File: config.mk
export PLATFORM = sky130hd
export DESIGN_NAME = l15_resp_buffer
export DESIGN_NICKNAME = d
export VERILOG_FILES = /design/src/rtl/l15_resp_buffer.sv
export SDC_FILE = /design/constraint.sdc
export NUM_CORES = 1
export LEC_CHECK = 0
export CAP_MARGIN = 5
export CORE_AREA = 2 2 451 453
export DETAILED_ROUTE_END_ITERATION = 10
export DIE_AREA = 0 0 453 455
export PLACE_DENSITY_LB_ADDON = 0.05
export SYNTH_ARGS = -nofsm -noshare
export SYNTH_HDL_FRONTEND = slang
export SYNTH_SLANG_ARGS = --single-unit
export TNS_END_PERCENT = 5
File: constraint.sdc
create_clock -name clk -period 31.9 [get_ports clk]
set_clock_uncertainty 0.2 [all_clocks]
set_input_delay 3.19 -clock clk [delete_from_list [all_inputs] [get_ports clk]]
set_output_delay 3.19 -clock clk [all_outputs]
set_load 0.05 [all_outputs]
File: src/rtl/l15_resp_buffer.sv
// Response FIFO between the L1.5 response bus and the core-side transducer.
// Optional statistics outputs are enabled with `define L15_RESP_BUFFER_STATS_EN.
module l15_resp_buffer #(
  parameter int DEPTH       = 4,
  parameter int DATA_WIDTH  = 512,
  parameter int TID_WIDTH   = 1,
  parameter int INVAL_WIDTH = 51
) (
  input  logic                     clk,
  input  logic                     rst,
  input  logic                     l15_transducer_val,
  input  logic [3:0]               l15_transducer_returntype,
  input  logic                     l15_transducer_l2miss,
  input  logic [1:0]               l15_transducer_error,
  input  logic                     l15_transducer_noncacheable,
  input  logic                     l15_transducer_atomic,
  input  logic [TID_WIDTH-1:0]     l15_transducer_threadid,
  input  logic                     l15_transducer_prefetch,
  input  logic                     l15_transducer_f4b,
  input  logic [DATA_WIDTH-1:0]    l15_transducer_data,
  input  logic [INVAL_WIDTH-1:0]   l15_transducer_inval_info,
  output logic                     transducer_l15_req_ack,
  output logic                     resp_val,
  input  logic                     resp_rdy,
  output logic [3:0]               resp_returntype,
  output logic [6:0]               resp_flags,
  output logic [TID_WIDTH-1:0]     resp_threadid,
  output logic [DATA_WIDTH-1:0]    resp_data,
  output logic [INVAL_WIDTH-1:0]   resp_inval_info,
  output logic [$clog2(DEPTH):0]   resp_count
`ifdef L15_RESP_BUFFER_STATS_EN
  ,
  output logic [15:0]              stat_stall_cycles,
  output logic [$clog2(DEPTH):0]   stat_max_count
`endif
);

  localparam int AW = $clog2(DEPTH);
  localparam int CW = AW + 1;

  logic [3:0]             r_rtMem    [DEPTH];
  logic [6:0]             r_flagsMem [DEPTH];
  logic [TID_WIDTH-1:0]   r_tidMem   [DEPTH];
  logic [DATA_WIDTH-1:0]  r_dataMem  [DEPTH];
  logic [INVAL_WIDTH-1:0] r_invalMem [DEPTH];

  logic [AW-1:0] r_wrPtr;
  logic [AW-1:0] r_rdPtr;
  logic [CW-1:0] r_count;
  logic [CW-1:0] w_countNext;
  logic          w_full;
  logic          w_empty;
  logic          w_push;
  logic          w_pop;

  assign w_full  = (r_count == CW'(DEPTH));
  assign w_empty = (r_count == '0);

  // Ack depends only on registered fullness, so a same-cycle pop never frees a slot.
  assign w_push = l15_transducer_val & ~w_full & ~rst;
  assign w_pop  = ~w_empty & resp_rdy & ~rst;

  assign transducer_l15_req_ack = w_push;

  always_comb begin
    w_countNext = r_count;
    case ({w_push, w_pop})
      2'b10:   w_countNext = r_count + CW'(1);
      2'b01:   w_countNext = r_count - CW'(1);
      default: w_countNext = r_count;
    endcase
  end

  always_ff @(posedge clk) begin
    if (rst) begin
      r_wrPtr <= '0;
      r_rdPtr <= '0;
      r_count <= '0;
    end else begin
      if (w_push) r_wrPtr <= r_wrPtr + AW'(1);
      if (w_pop)  r_rdPtr <= r_rdPtr + AW'(1);
      r_count <= w_countNext;
    end
  end

  // Entry storage is intentionally left unreset; only the pointers define validity.
  always_ff @(posedge clk) begin
    if (w_push) begin
      r_rtMem[r_wrPtr]    <= l15_transducer_returntype;
      r_flagsMem[r_wrPtr] <= {l15_transducer_l2miss, l15_transducer_error,
                              l15_transducer_noncacheable, l15_transducer_atomic,
                              l15_transducer_prefetch, l15_transducer_f4b};
      r_tidMem[r_wrPtr]   <= l15_transducer_threadid;
      r_dataMem[r_wrPtr]  <= l15_transducer_data;
      r_invalMem[r_wrPtr] <= l15_transducer_inval_info;
    end
  end

  assign resp_val        = ~w_empty;
  assign resp_returntype = r_rtMem[r_rdPtr];
  assign resp_flags      = r_flagsMem[r_rdPtr];
  assign resp_threadid   = r_tidMem[r_rdPtr];
  assign resp_data       = r_dataMem[r_rdPtr];
  assign resp_inval_info = r_invalMem[r_rdPtr];
  assign resp_count      = r_count;

`ifdef L15_RESP_BUFFER_STATS_EN
  logic [15:0]   r_stallCycles;
  logic [CW-1:0] r_maxCount;

  // Stall counter saturates; the high-water mark tracks the post-update occupancy.
  always_ff @(posedge clk) begin
    if (rst) begin
      r_stallCycles <= '0;
      r_maxCount    <= '0;
    end else begin
      if (l15_transducer_val && w_full && (r_stallCycles != 16'hFFFF))
        r_stallCycles <= r_stallCycles + 16'd1;
      if (w_countNext > r_maxCount)
        r_maxCount <= w_countNext;
    end
  end

  assign stat_stall_cycles = r_stallCycles;
  assign stat_max_count    = r_maxCount;
`endif

endmodule

# After elaboration in Yosys (flattened, before gate mapping)
# Memories as Yosys holds them, arrays and structs flattened. A register that Yosys moved wholly into a read port is not among the register bits.
# Cells that the tools add are included.
classes:
  n_eq_ne: 3
  reduce_logical: 2
  mux: 13
  bitwise: 7
  n_addsub: 4
ops:
  columns: ["operator", "n"]
  rows:
  - ["2-bit two-way mux", 10]
  - ["3-bit case mux with 2 select lines", 1]
  - ["2-bit by 1-bit adder with 2-bit output, second input constant", 2]
  - ["1-bit AND", 4]
  - ["3-bit by 1-bit adder with 3-bit output, second input constant", 1]
  - ["3-bit equality test, second input constant", 1]
  - ["3-bit zero test", 1]
  - ["1-bit NOT", 3]
  - ["3-bit by 1-bit subtractor with 3-bit output, second input constant", 1]
  - ["2-bit by 1-bit equality test with 1-bit output, second input constant", 1]
  - ["2-bit equality test, second input constant", 1]
  - ["1-bit two-way mux", 2]
  - ["2-bit nonzero test", 1]
totals:
  output_inout_bits: 580
  in_bits: 579
  n_memories: 5
  elab_cells: 37
  mem_bits_rw: 2300
  register_bits: 7
mem_list:
  columns: ["memory", "words", "word_bits", "rd", "rd_clocked_by_memory_dff", "write_ports", "line_no", "text"]
  rows:
  - ["r_dataMem", 4, 512, 1, 1, 1, "44", "logic [DATA_WIDTH-1:0] r_dataMem [DEPTH];"]
  - ["r_invalMem", 4, 51, 1, 1, 1, "45", "logic [INVAL_WIDTH-1:0] r_invalMem [DEPTH];"]
  - ["r_flagsMem", 4, 7, 1, 1, 1, "42", "logic [6:0] r_flagsMem [DEPTH];"]
  - ["r_rtMem", 4, 4, 1, 1, 1, "41", "logic [3:0] r_rtMem [DEPTH];"]
  - ["r_tidMem", 4, 1, 1, 1, 1, "43", "logic [TID_WIDTH-1:0] r_tidMem [DEPTH];"]

# Depth between registers and ports, before layout
# Gate-level depths: netlist of the first run.
logic_depth:
  depth_word: 6
  depth_mapped: 9

# Worst setup path after synthesis of the first run
# OpenSTA, ideal clock, no wires.
synth_path:
  kind: "input port to flip-flop"
  start: "in l15_transducer_val"
  end: "mem r_dataMem[0][0], enable pin"
  path_stages: 3
  arrival_ns: 17.671
  setup_ns: 1.016
  path_slack_ns: 13.014
  required_time_ns: 30.684
  path_cell_list: "inv_1 a211oi_1 and2_1"
synth_between:
  elab_chain_cells: 4
synth_lines:
  columns: ["element", "line_no", "text"]
  rows:
  - ["from (decl)", "11", "input logic l15_transducer_val,"]
  - ["1-bit AND (2 in a row)", "60", "assign w_push = l15_transducer_val & ~w_full & ~rst;"]
  - ["net transducer_l15_req_ack", "22", "output logic transducer_l15_req_ack,"]
  - ["1-bit two-way mux", "88", "if (w_push) begin"]
  - ["1-bit two-way mux (not written as such)", "94", "r_dataMem[r_wrPtr] <= l15_transducer_data;"]
  - ["to (decl)", "44", null]
# The timed path passes the listed nets, and every way through them passes these cells.

# Worst setup path in the final report of the first run
layout_path:
  start: "in rst"
  end: "out transducer_l15_req_ack"
layout_between:
  elab_chain_cells: 2
layout_lines:
  columns: ["element", "line_no", "text"]
  rows:
  - ["from (decl)", "10", "input logic rst,"]
  - ["1-bit NOT", "60", null]
  - ["1-bit AND", "60", null]
  - ["to (decl)", "22", null]
# No other way between the ends.

==> impl_results.rst, run 1 <==
.. list-table::
   :header-rows: 1

   * - Metric
     - Value
   * - Run status
     - finished clean
   * - Met2 routing resource usage after global routing
     - between 30% and 40%
   * - Most crowded layer after global routing
     - met2
   * - Async set-reset flop share out of synthesis
     - 0%
   * - Layout Nets
     - 4956
   * - # port buffers
     - around 1.2k
   * - Total number of yosys warnings
     - 0
   * - Share of the synthesized area in compound gates (AO/OA/AOI/OAI)
     - less than 1%
   * - Simple-gate share of the synthesized area
     - 0.105%
   * - Total clock buffers created by CTS
     - 238
   * - Element type at the critical path start
     - primary input
   * - Buf/Inv on CP
     - 3
   * - Power per standard cell area
     - 68.9 mW/mm²
   * - Full die area
     - ~0.2 mm²
   * - Antenna violations before repair
     - 122
   * - Clock tree from TritonCTS
     - yes
   * - Sequential standard cell area
     - 0.0693 mm²
   * - First-pass iteration count of the detailed router
     - 5
   * - Std cell rows
     - 165
   * - Area of the multi-input gates
     - approximately 0.013 mm²
   * - Clock slew seen by the registers of the worst setup and hold paths
     - around 0.060 ns
   * - Slew headroom
     - 26.1%
   * - Wire length of the first global-routing pass
     - just under 300000 µm
   * - Required @ worst endpoint
     - 28.51 ns
   * - Number of synthesized register bits
     - 2309
   * - Count of fill cells added during filler insertion
     - 15.7k
   * - Peak clock frequency supported by timing
     - 115 MHz
   * - Finish-stage setup viols
     - 0
   * - Final count of hold timing violations
     - 0
   * - Most frequent standard cell in the layout excluding fill and tap cells
     - edfxtp_1
   * - Seq/Total Area, Yosys
     - between 80 and 90%
   * - Avg Vias per Cell
     - 5.19
   * - Main combinational cell family by area after synthesis
     - multiplexers
   * - Gr usage total
     - between 20% and 30%
   * - Overflow left after global routing
     - 0
   * - Growth of design area from synthesis to finish
     - 26.6%
   * - Sum of net half-perimeters after detailed placement
     - 134000 µm
   * - Root cell of the clock tree
     - clkbuf_16
   * - Avg Inst Size Synth
     - 27.3 µm²
   * - Gate Count Post-Synth
     - 3057
   * - Clock insertion delay at the later pin of the skew report
     - 0.83 ns
   * - Share of layout cells above drive strength 1
     - 21.0%
   * - Max VDD drop
     - 0.0484 mV
   * - Io pins
     - 1159
   * - Utilization after layout
     - 52.5%
   * - Count of distinct cell types in the synthesized netlist
     - 23
   * - CTS-repair resized insts
     - 0
   * - Synthesized netlist net count
     - 3642
   * - Area share of fa/ha/maj cells after synthesis
     - 0.0988%
   * - Per-cell routed wire length
     - 29.1 µm
   * - Vias in the first global route
     - 39.1k
   * - CORE AREA
     - 0.201 mm²
   * - Delay of the slowest cell on the worst path
     - 0.89 ns
   * - Crit path max-delay family
     - buffers and inverters
   * - Starting Density
     - 41.5%
   * - Final sum of negative setup slack
     - 0 ns
   * - Number of setup buffers added after CTS
     - 0
   * - Final Slew Violations
     - 0
   * - Weighted congestion at the end of routability-driven global placement
     - 0.772
   * - Cell-by-cell listing of the critical path
     - clkdlybuf4s50_1, a211oi_1, buf_4, clkdlybuf4s50_1
   * - Number of hold-repair buffers added at the cts stage
     - 0
   * - Highest-delay cell along the critical path
     - clkdlybuf4s50_1
   * - Category of the worst setup path capture point
     - output port
   * - Largest buffer count on any clock path
     - 3
   * - Number of enable flip-flop cells after synthesis
     - 2300
   * - Overall die width
     - around 450 µm
   * - Most used flip-flop cell after synthesis
     - edfxtp_1
   * - Data arrival, critical path
     - 5.31 ns
   * - H-tree lvl count
     - 4
   * - Tmin final
     - 8.70 ns
   * - Unrepaired setup endpoints after global routing
     - no
   * - Post-synthesis cell area
     - 0.0836 mm²
   * - Largest fanout on the critical path
     - 12
   * - Remaining routing DRC violations
     - 0
   * - Maximum Capacitance Violations
     - 0
   * - Die height
     - 455 µm
   * - HP Class
     - flip-flop to flip-flop
   * - Number of clock sinks seen by CTS
     - 2309
   * - Type of the setup path with the least slack
     - primary input to output port
   * - Met3 layer usage reported by global route
     - 7.41%
   * - Post-detailed-route count of antenna-violating nets
     - 0
   * - Count of routing violations after the opening detailed-route iteration
     - 2831
   * - Pin slew with the least headroom to its limit
     - 1.11 ns
   * - Routed via count
     - 37.8k
   * - Multiplexer area fraction after synthesis
     - 15.5%
   * - Most prevalent standard cell on the critical path
     - clkdlybuf4s50_1
   * - Top library cells by usage in the layout, fill and taps aside
     - 2300 x edfxtp_1, 1158 x clkdlybuf4s50_1, 575 x mux4_2
   * - Final wirelength
     - 213000 µm
   * - Pin count of the biggest net entering global routing
     - 146
   * - Final period util
     - a little over a quarter
   * - Xor and xnor fraction of the mapped netlist area
     - 0.0419%
   * - Leakage power
     - approximately 33 nW
   * - Global Route met1 Usage
     - 23.4%
==> cells in the mapped netlist (3+ instances only) <==
master       n  area share [%]
edfxtp_1  2300              83
dfxtp_1      9            0.22
clkbuf_1     8           0.036
and2_1       4           0.030
buf_6       47            0.63
xor2_1       4           0.042
a21oi_1      3           0.018
inv_1        7           0.031
buf_2       57            0.34
nor2_1      10           0.045
mux4_2     575              15
buf_8       15            0.27
ha_1         5           0.075
==> state kept, by name, indices dropped and copies added (netlist names), named ones only <==
| signal | cells |
|---|---|
| resp_count | 3 |
| r_dataMem | 2048 |
| r_flagsMem | 28 |
| r_rtMem | 16 |
| r_tidMem | 4 |
| r_invalMem | 204 |
| r_rdPtr | 2 |
| r_wrPtr | 2 |
==> layout make-up <==
| cell class | count | share of cell area, % |
|---|---|---|
| Sequential cell | 2309 | 65.5 |
| Multi-Input combinational cell | 612 | 12.5 |
| Timing Repair Buffer | 1203 | 11.4 |
| Clock buffer | 291 | 5.92 |
| Tap cell | 2672 | 3.16 |
| Clock inverter | 153 | 1.37 |
| Antenna cell | 46 | 0.109 |
| Inverter | 7 | 0.0248 |
==> tightest hold or removal path, stage by stage, from the launching register on <==
cell     delay [ns]
dfxtp_1        0.32
xor2_1         0.06
nor2_1         0.09
==> worst paths after layout <==
path	endpoint	cells past startpoint	from	slack [ns]
worst min-delay path	r_rdPtr[1]	2	r_rdPtr[1]	0.32
worst max register to register	r_dataMem[1][222]	7	resp_count[1]	26.98
worst min register to register	r_rdPtr[1]	2	r_rdPtr[1]	0.32
worst max-delay path	transducer_l15_req_ack	4	rst	23.20
==> where the power goes <==
part	switching (mW)	internal, mW	total (mW)
logic	0.693	0.408	1.10
registers	0.0224	3.43	3.45
clock network	1.14	1.59	2.73
total	1.86	5.43	7.29
==> kinds of logic after synthesis <==
logic type / count (synthesis)
flops: 2309
mux: 577
buf+inv: 136
simple gates: 18
compound gates: 7
fa+ha+maj: 6
xor+xnor: 4
==> per-layer routing <==
layer,wire length (µm),vias up
met2,108000,1203
met4,9900,78
met1,77300,20000
met3,17200,504
met5,497,-
li1,-,16100
==> per-stage QoR <==
step	setup slack (ns)	hold WS, ns	std cells	instance area, µm²	power (mW)
final	23.20	0.316	7293	106000	7.29
after global routing	22.99	0.364	7288	106000	7.52
after CTS	23.11	0.333	7247	106000	7.38
after detailed placement	23.15	0.317	6803	97900	4.64
after global placement	23.11	0.322	6803	97900	4.63
after floorplan	13.01	0.282	3057	83600	4.27
No activity file was read; power rests on OpenSTA's default activity.
==> run 2, diff against run 1 <==
==> constraint.sdc (replaced) <==
create_clock -name clk -period 7.45 [get_ports clk]
set_clock_uncertainty 0.2 [all_clocks]
set_input_delay 0.745 -clock clk [delete_from_list [all_inputs] [get_ports clk]]
set_output_delay 0.745 -clock clk [all_outputs]
set_load 0.05 [all_outputs]
==> run 2 against run 1 <==
  * Worst hold slack got worse by 0.011 ns
  * Sequential power rose to 4.3 times the previous value
  * Design area barely moved
  * Final cell count fell by 0.15%
  * Clock power grew to 4.2 times the previous value
  * Count of clock-buffer cells in the layout grew 13
  * Non-clock buffer count increased by 1
  * Sequential share of layout area hardly changed
  * Power increased to 4.2 times the previous value
  * Routed wire length grew 1.6%
  * Register-to-register slack got worse by 23 ns
==> impl_results.rst, run 2 (synthesis results as in run 1) <==
.. list-table::
   :header-rows: 1

   * - Metric
     - Value
   * - Highest-delay cell along the critical path
     - clkdlybuf4s50_1
   * - Clock tree from TritonCTS
     - yes
   * - Starting Density
     - 41.5% (unchanged)
   * - Gr usage total
     - 20.5% (+0.40 points)
   * - H-tree lvl count
     - 4 (unchanged)
   * - Required @ worst endpoint
     - 6.50 ns (-22.01 ns)
   * - Unrepaired setup endpoints after global routing
     - no
   * - Clock slew seen by the registers of the worst setup and hold paths
     - 0.06 ns (about the same)
   * - Sum of net half-perimeters after detailed placement
     - 137000 µm (+2.2%)
   * - Std cell rows
     - 165 (unchanged)
   * - Leakage power
     - 32.5 nW (-0.22%)
   * - Per-cell routed wire length
     - 29.7 µm (+1.8%)
   * - Delay of the slowest cell on the worst path
     - 0.89 ns (about the same)
   * - Number of hold-repair buffers added at the cts stage
     - 0 (unchanged)
   * - Element type at the critical path start
     - flip-flop
   * - Overflow left after global routing
     - 0 (unchanged)
   * - Count of routing violations after the opening detailed-route iteration
     - 2715 (-4.1%)
   * - Finish-stage setup viols
     - 0 (unchanged)
   * - Utilization after layout
     - 52.5% (about the same)
   * - Die height
     - 455 µm (unchanged)
   * - Wire length of the first global-routing pass
     - 299000 µm (+2.0%)
   * - Power per standard cell area
     - 292 mW/mm² (+320%)
   * - Routed via count
     - 37.9k (+0.30%)
   * - Run status
     - finished clean
   * - Largest fanout on the critical path
     - 127 (+115)
   * - First-pass iteration count of the detailed router
     - 7 (+2)
   * - Largest buffer count on any clock path
     - 3 (unchanged)
   * - Most frequent standard cell in the layout excluding fill and tap cells
     - edfxtp_1
   * - Post-detailed-route count of antenna-violating nets
     - 0 (unchanged)
   * - Crit path max-delay family
     - buffers and inverters
   * - CORE AREA
     - 0.201 mm² (unchanged)
   * - Tmin final
     - 4.97 ns
   * - Cells on Worst Hold Path
     - 1 (-1)
   * - Final Hold Slack
     - 0.305 ns (-0.0106 ns)
   * - Pin slew with the least headroom to its limit
     - 1.23 ns (+0.125 ns)
   * - Buf/Inv on CP
     - 2 (-1)
   * - Growth of design area from synthesis to finish
     - 26.5% (about the same)
   * - Category of the worst setup path capture point
     - output port
   * - Maximum Capacitance Violations
     - 0 (unchanged)
   * - Max VDD drop
     - 0.207 mV (+330%)
   * - Final wirelength
     - 216000 µm (+1.6%)
   * - Cell-by-cell listing of the critical path
     - buf_12, mux4_2, clkdlybuf4s50_1
   * - Largest registers
     - r_dataMem x2048, r_invalMem x204, r_flagsMem x28
   * - Number of gates on the worst path with buffers counted
     - 3 (-1)
   * - Top library cells by usage in the layout, fill and taps aside
     - 2300 x edfxtp_1, 1158 x clkdlybuf4s50_1, 575 x mux4_2
   * - Remaining routing DRC violations
     - 0 (unchanged)
   * - CTS-repair resized insts
     - 0 (unchanged)
   * - Weighted congestion at the end of routability-driven global placement
     - 0.796 (+3.1%)
   * - Vias in the first global route
     - 39.4k (+0.70%)
   * - Layout Nets
     - 4957 (+0.020%)
   * - Final count of hold timing violations
     - 0 (unchanged)
   * - Share of layout cells above drive strength 1
     - 20.6% (-0.38 points)
   * - Type of the setup path with the least slack
     - flip-flop to output port
   * - Final period util
     - between 60% and 70%
   * - Total clock buffers created by CTS
     - 238 (unchanged)
   * - Overall die width
     - 453 µm (unchanged)
   * - Antenna violations before repair
     - 112 (-8.2%)
   * - Number of setup buffers added after CTS
     - 0 (unchanged)
   * - Io pins
     - 1159 (unchanged)
   * - Full die area
     - 0.206 mm² (unchanged)
   * - Data arrival, critical path
     - 4.03 ns (-1.28 ns)
   * - Root cell of the clock tree
     - clkbuf_16
   * - Peak clock frequency supported by timing
     - between 200 and 250 MHz
   * - Pin count of the biggest net entering global routing
     - 143 (-2.1%)
   * - Number of clock sinks seen by CTS
     - 2309 (unchanged)
   * - Slew headroom
     - 17.7% (-8.3 points)
   * - Final Slew Violations
     - 0 (unchanged)
   * - Number of flip-flops in the largest register
     - 2048 (unchanged)
   * - Number of cell instances on the worst register-to-register path
     - 4 (-3)
   * - Clock insertion delay at the later pin of the skew report
     - 0.86 ns (+0.03 ns)
   * - Largest register by flop count
     - r_dataMem
   * - Avg Vias per Cell
     - 5.21 (+0.45%)
   * - HP Class
     - primary input to flip-flop
   * - # port buffers
     - 1158 (unchanged)
[run 2: cell types whose count changed in the layout (fill, tap and decap cells not counted), moves of 2 or more]
cell | before | now
clkinv_1 | 63 | 69
diode_2 | 46 | 29
clkinv_16 | 2 | 4
clkinvlp_4 | 6 | 3
buf_12 | 13 | 33
bufinv_16 | 25 | 16
clkinv_2 | 47 | 41
buf_4 | 32 | 13
inv_6 | 4 | 6
clkbuf_16 | 243 | 239
clkbuf_1 | 48 | 65
[run 2: final cells by class]
cell class,instances,area [µm²]
Fill cell,15700,95500
Sequential cell,2309,69300
Multi-Input combinational cell,612,13200
Clock buffer,304,6220
Clock inverter,145,1240
Timing Repair Buffer,1204,12300
Antenna cell,29,72.6
Tap cell,2672,3340
Inverter,7,26.3
[run 2: worst paths after layout]
| kind | start | to | slack [ns] |
|---|---|---|---|
| max | flip-flop | resp_data[365] | 2.48 |
| min | l15_transducer_data[448] | r_dataMem[3][448] | 0.31 |
| max reg2reg | resp_count[0] | r_dataMem[2][486] | 4.07 |
| min reg2reg | r_rdPtr[1] | r_rdPtr[1] | 0.33 |
[run 2: through the flow]
stage | area (µm²) | std cells | power (mW) | setup WS [ns] | TNS, ns
after floorplan | 83600 | 3057 | 18.2 | -2.10 | -4821.57
after global placement | 98200 | 6804 | 19.9 | 3.25 | 0
after detailed placement | 98200 | 6804 | 19.9 | 3.24 | 0
after CTS | 106000 | 7253 | 31.3 | 2.29 | 0
after global routing | 106000 | 7276 | 31.9 | 2.21 | 0
final | 106000 | 7282 | 30.9 | 2.48 | 0
[run 2: metal layers]
layer | global-route usage [%] | share of wire, % | up-vias
met5 | 0 | 0.18 | -
met4 | 8.62 | 3.8 | 58
met3 | 7.14 | 7.9 | 476
met2 | 35.2 | 52 | 1208
met1 | 23.4 | 36 | 20100
li1 | - | - | 16100
[run 2: power by group]
| group | switching (mW) | leakage, nW | internal, mW | total (mW) |
|---|---|---|---|---|
| Clock | 4.91 | 3.63 | 6.44 | 11.4 |
| Combinational | 2.96 | 7.95 | 1.77 | 4.73 |
| Sequential | 0.0966 | 21.0 | 14.7 | 14.8 |
| Total | 7.97 | 32.5 | 22.9 | 30.9 |
==> run 3, diff against run 2 <==
==> constraint.sdc (replaced) <==
create_clock -name clk -period 4.16 [get_ports clk]
set_clock_uncertainty 0.2 [all_clocks]
set_input_delay 0.416 -clock clk [delete_from_list [all_inputs] [get_ports clk]]
set_output_delay 0.416 -clock clk [all_outputs]
set_load 0.05 [all_outputs]
==> run 3 against run 2 <==
  * Power rose by 79%
  * Count of clock-buffer cells in the layout is 14 lower
  * Design area grew 5.8%
  * Combinational power rose by 94%
  * Sequential power rose by 78%
  * Critical endpoint is now resp_flags[3]
  * Highest routed layer unchanged
==> impl_results.rst, run 3 (synthesis results as in run 1) <==
.. list-table::
   :header-rows: 1

   * - Metric
     - Value
   * - Run status
     - finished clean
   * - Per-cell routed wire length
     - 27.9 µm (-5.8%)
   * - Std cell rows
     - 165 (unchanged)
   * - Unrepaired setup endpoints after global routing
     - yes
   * - Sum of net half-perimeters after detailed placement
     - 147000 µm (+7.1%)
   * - Peak clock frequency supported by timing
     - 249 MHz
   * - HP Class
     - primary input to flip-flop
   * - Post-detailed-route count of antenna-violating nets
     - 0 (unchanged)
   * - Pin count of the biggest net entering global routing
     - 99 (-31%)
   * - Power per standard cell area
     - 494 mW/mm² (+69%)
   * - Avg Vias per Cell
     - 5.11 (-2.0%)
   * - Max VDD drop
     - 0.366 mV (+77%)
   * - Highest-delay cell along the critical path
     - clkdlybuf4s50_1
   * - Final wirelength
     - 220000 µm (+2.0%)
   * - Most crowded layer after global routing
     - met2
   * - Wire length of the first global-routing pass
     - 310000 µm (+3.5%)
   * - Growth of design area from synthesis to finish
     - 33.8%
   * - Maximum Capacitance Violations
     - 0 (unchanged)
   * - Clock insertion delay at the later pin of the skew report
     - 0.85 ns (about the same)
   * - CORE AREA
     - 0.201 mm² (unchanged)
   * - Io pins
     - 1159 (unchanged)
   * - Placement-stage worst setup slack
     - 0.920 ns (-2.32 ns)
   * - Count of fill cells added during filler insertion
     - 15.4k (-1.8%)
   * - Starting Density
     - 41.5% (unchanged)
   * - Root cell of the clock tree
     - clkbuf_16
   * - Final period util
     - 96.6%
   * - Post-placement cell count
     - 6874 (+1.0%)
   * - H-tree lvl count
     - 4 (unchanged)
   * - Clock slew seen by the registers of the worst setup and hold paths
     - 0.06 ns (about the same)
   * - Vias in the first global route
     - 42.6k (+8.1%)
   * - Required @ worst endpoint
     - 3.54 ns (-2.96 ns)
   * - Layout Nets
     - 5587 (+13%)
   * - Final instance count without filler cells
     - 7887 (+8.3%)
   * - Total power draw
     - 55.2 mW (+79%)
   * - Met3 layer usage reported by global route
     - 6.23% (-0.90 points)
   * - Most frequent standard cell in the layout excluding fill and tap cells
     - edfxtp_1
   * - Die height
     - 455 µm (unchanged)
   * - Number of clock sinks seen by CTS
     - 2309 (unchanged)
   * - Largest buffer count on any clock path
     - 3 (unchanged)
   * - Delay of the slowest cell on the worst path
     - 0.88 ns (about the same)
   * - Routed via count
     - 40.3k (+6.1%)
   * - Count of routing violations after the opening detailed-route iteration
     - 2770 (+2.0%)
   * - Cell-by-cell listing of the critical path
     - buf_12, buf_12, mux4_2, clkdlybuf4s50_1
   * - Final Slew Violations
     - 0 (unchanged)
   * - Tmin final
     - 4.02 ns
   * - First-pass iteration count of the detailed router
     - 5 (-2)
   * - Total clock buffers created by CTS
     - 234 (-1.7%)
   * - Final worst-path setup slack
     - 0.140 ns (-2.33 ns)
   * - Met2 routing resource usage after global routing
     - 35.6% (+0.38 points)
   * - Clock tree from TritonCTS
     - yes
   * - Weighted congestion at the end of routability-driven global placement
     - 0.783 (-1.7%)
   * - Overflow left after global routing
     - 0 (unchanged)
   * - Pin slew with the least headroom to its limit
     - 0.880 ns (-0.353 ns)
   * - Data arrival, critical path
     - 3.40 ns (-0.63 ns)
   * - Gr usage total
     - 21.0% (+0.47 points)
   * - Antenna violations before repair
     - 90 (-20%)
   * - Number of flip-flops in the largest register
     - 2048 (unchanged)
   * - Category of the worst setup path capture point
     - output port
   * - # port buffers
     - 1158 (unchanged)
   * - Element type at the critical path start
     - flip-flop
   * - Remaining routing DRC violations
     - 0 (unchanged)
   * - Largest registers
     - r_dataMem x2048, r_invalMem x204, r_flagsMem x28
   * - Final count of hold timing violations
     - 0 (unchanged)
   * - Type of the setup path with the least slack
     - flip-flop to output port
   * - Global Route met1 Usage
     - 24.5% (+1.1 points)
   * - Crit path max-delay family
     - buffers and inverters
   * - Placement Cell Area
     - 0.0990 mm² (+0.77%)
   * - Full die area
     - 0.206 mm² (unchanged)
   * - Share of layout cells above drive strength 1
     - 21.3% (+0.67 points)
   * - Leakage power
     - 35.5 nW (+9.1%)
   * - Top library cells by usage in the layout, fill and taps aside
     - 2300 x edfxtp_1, 1040 x clkdlybuf4s50_1, 575 x mux4_2
   * - Cell area after layout
     - 0.112 mm² (+5.8%)
   * - Most prevalent standard cell on the critical path
     - buf_12
   * - Largest register by flop count
     - r_dataMem
   * - Slew headroom
     - 41.1% (+23 points)
   * - Largest fanout on the critical path
     - 29 (-77%)
   * - Buf/Inv on CP
     - 3 (+1)
   * - Finish-stage setup viols
     - 0 (unchanged)
   * - Overall die width
     - 453 µm (unchanged)
==> run 3: final timing paths <==
path	from	to	slack, ns	depth (start not counted)
hold reg to reg	r_wrPtr[1]	r_wrPtr[1]	0.33	2
hold / removal	l15_transducer_data[12]	r_dataMem[2][12]	0.08	1
setup / recovery	flip-flop	resp_flags[3]	0.14	4
setup reg to reg	resp_count[1]	r_dataMem[3][104]	1.65	4
==> run 3: what timing repair did <==
action                                  4_1_cts  5_1_grt
resized for setup                             0       20
buffers inserted                              0        0
endpoints found under the setup margin        0       35
endpoints found under the hold margin      2256        0
hold buffers                                564        0
==> run 3: per-stage QoR <==
stage / hold WS (ns) / util [%] / TNS (ns)
5_1_grt: 0.0360 / 55.6 / -0.00478
4_1_cts: 0.00382 / 55.5 / 0
3_5_place_dp: 0.326 / 49.2 / 0
3_3_place_gp: 0.314 / 49.2 / 0
2_1_floorplan: 0.282 / - / -4025.40
6_report: 0.0778 / 55.6 / 0
==> run 3: area by class of cell <==
| type | count | area [µm²] | share of cell area [%] |
|---|---|---|---|
| diodes | 31 | 77.6 | 0.0694 |
| clock buffers | 290 | 6150 | 5.50 |
| flip-flops and latches | 2309 | 69300 | 61.9 |
| well taps | 2672 | 3340 | 2.99 |
| inverters | 7 | 26.3 | 0.0235 |
| repair buffers | 1838 | 18800 | 16.8 |
| multi-input cells | 612 | 13300 | 11.8 |
| clock inverters | 128 | 967 | 0.865 |
==> run 3: routing by layer <==
metal	share of wire, %	vias to the layer above
li1	-	17300
met1	37	21200
met2	51	1220
met3	6.8	468
met4	5.3	28
met5	0.077	-
==> run 3: worst reg2reg max path: cells and delay by family (launching register included) <==
kind / cells / cell delay, ns
flip-flops: 1 / 0.41
AND/OR/NAND/NOR: 2 / 0.57
AO/OA/AOI/OAI: 1 / 0.30
buffers and inverters: 1 / 0.61
==> run 3: power by group <==
group / switching (mW) / internal [mW] / total [mW]
Combinational: 5.59 / 3.58 / 9.17
Sequential: 0.148 / 26.3 / 26.4
Clock: 8.58 / 11.0 / 19.6
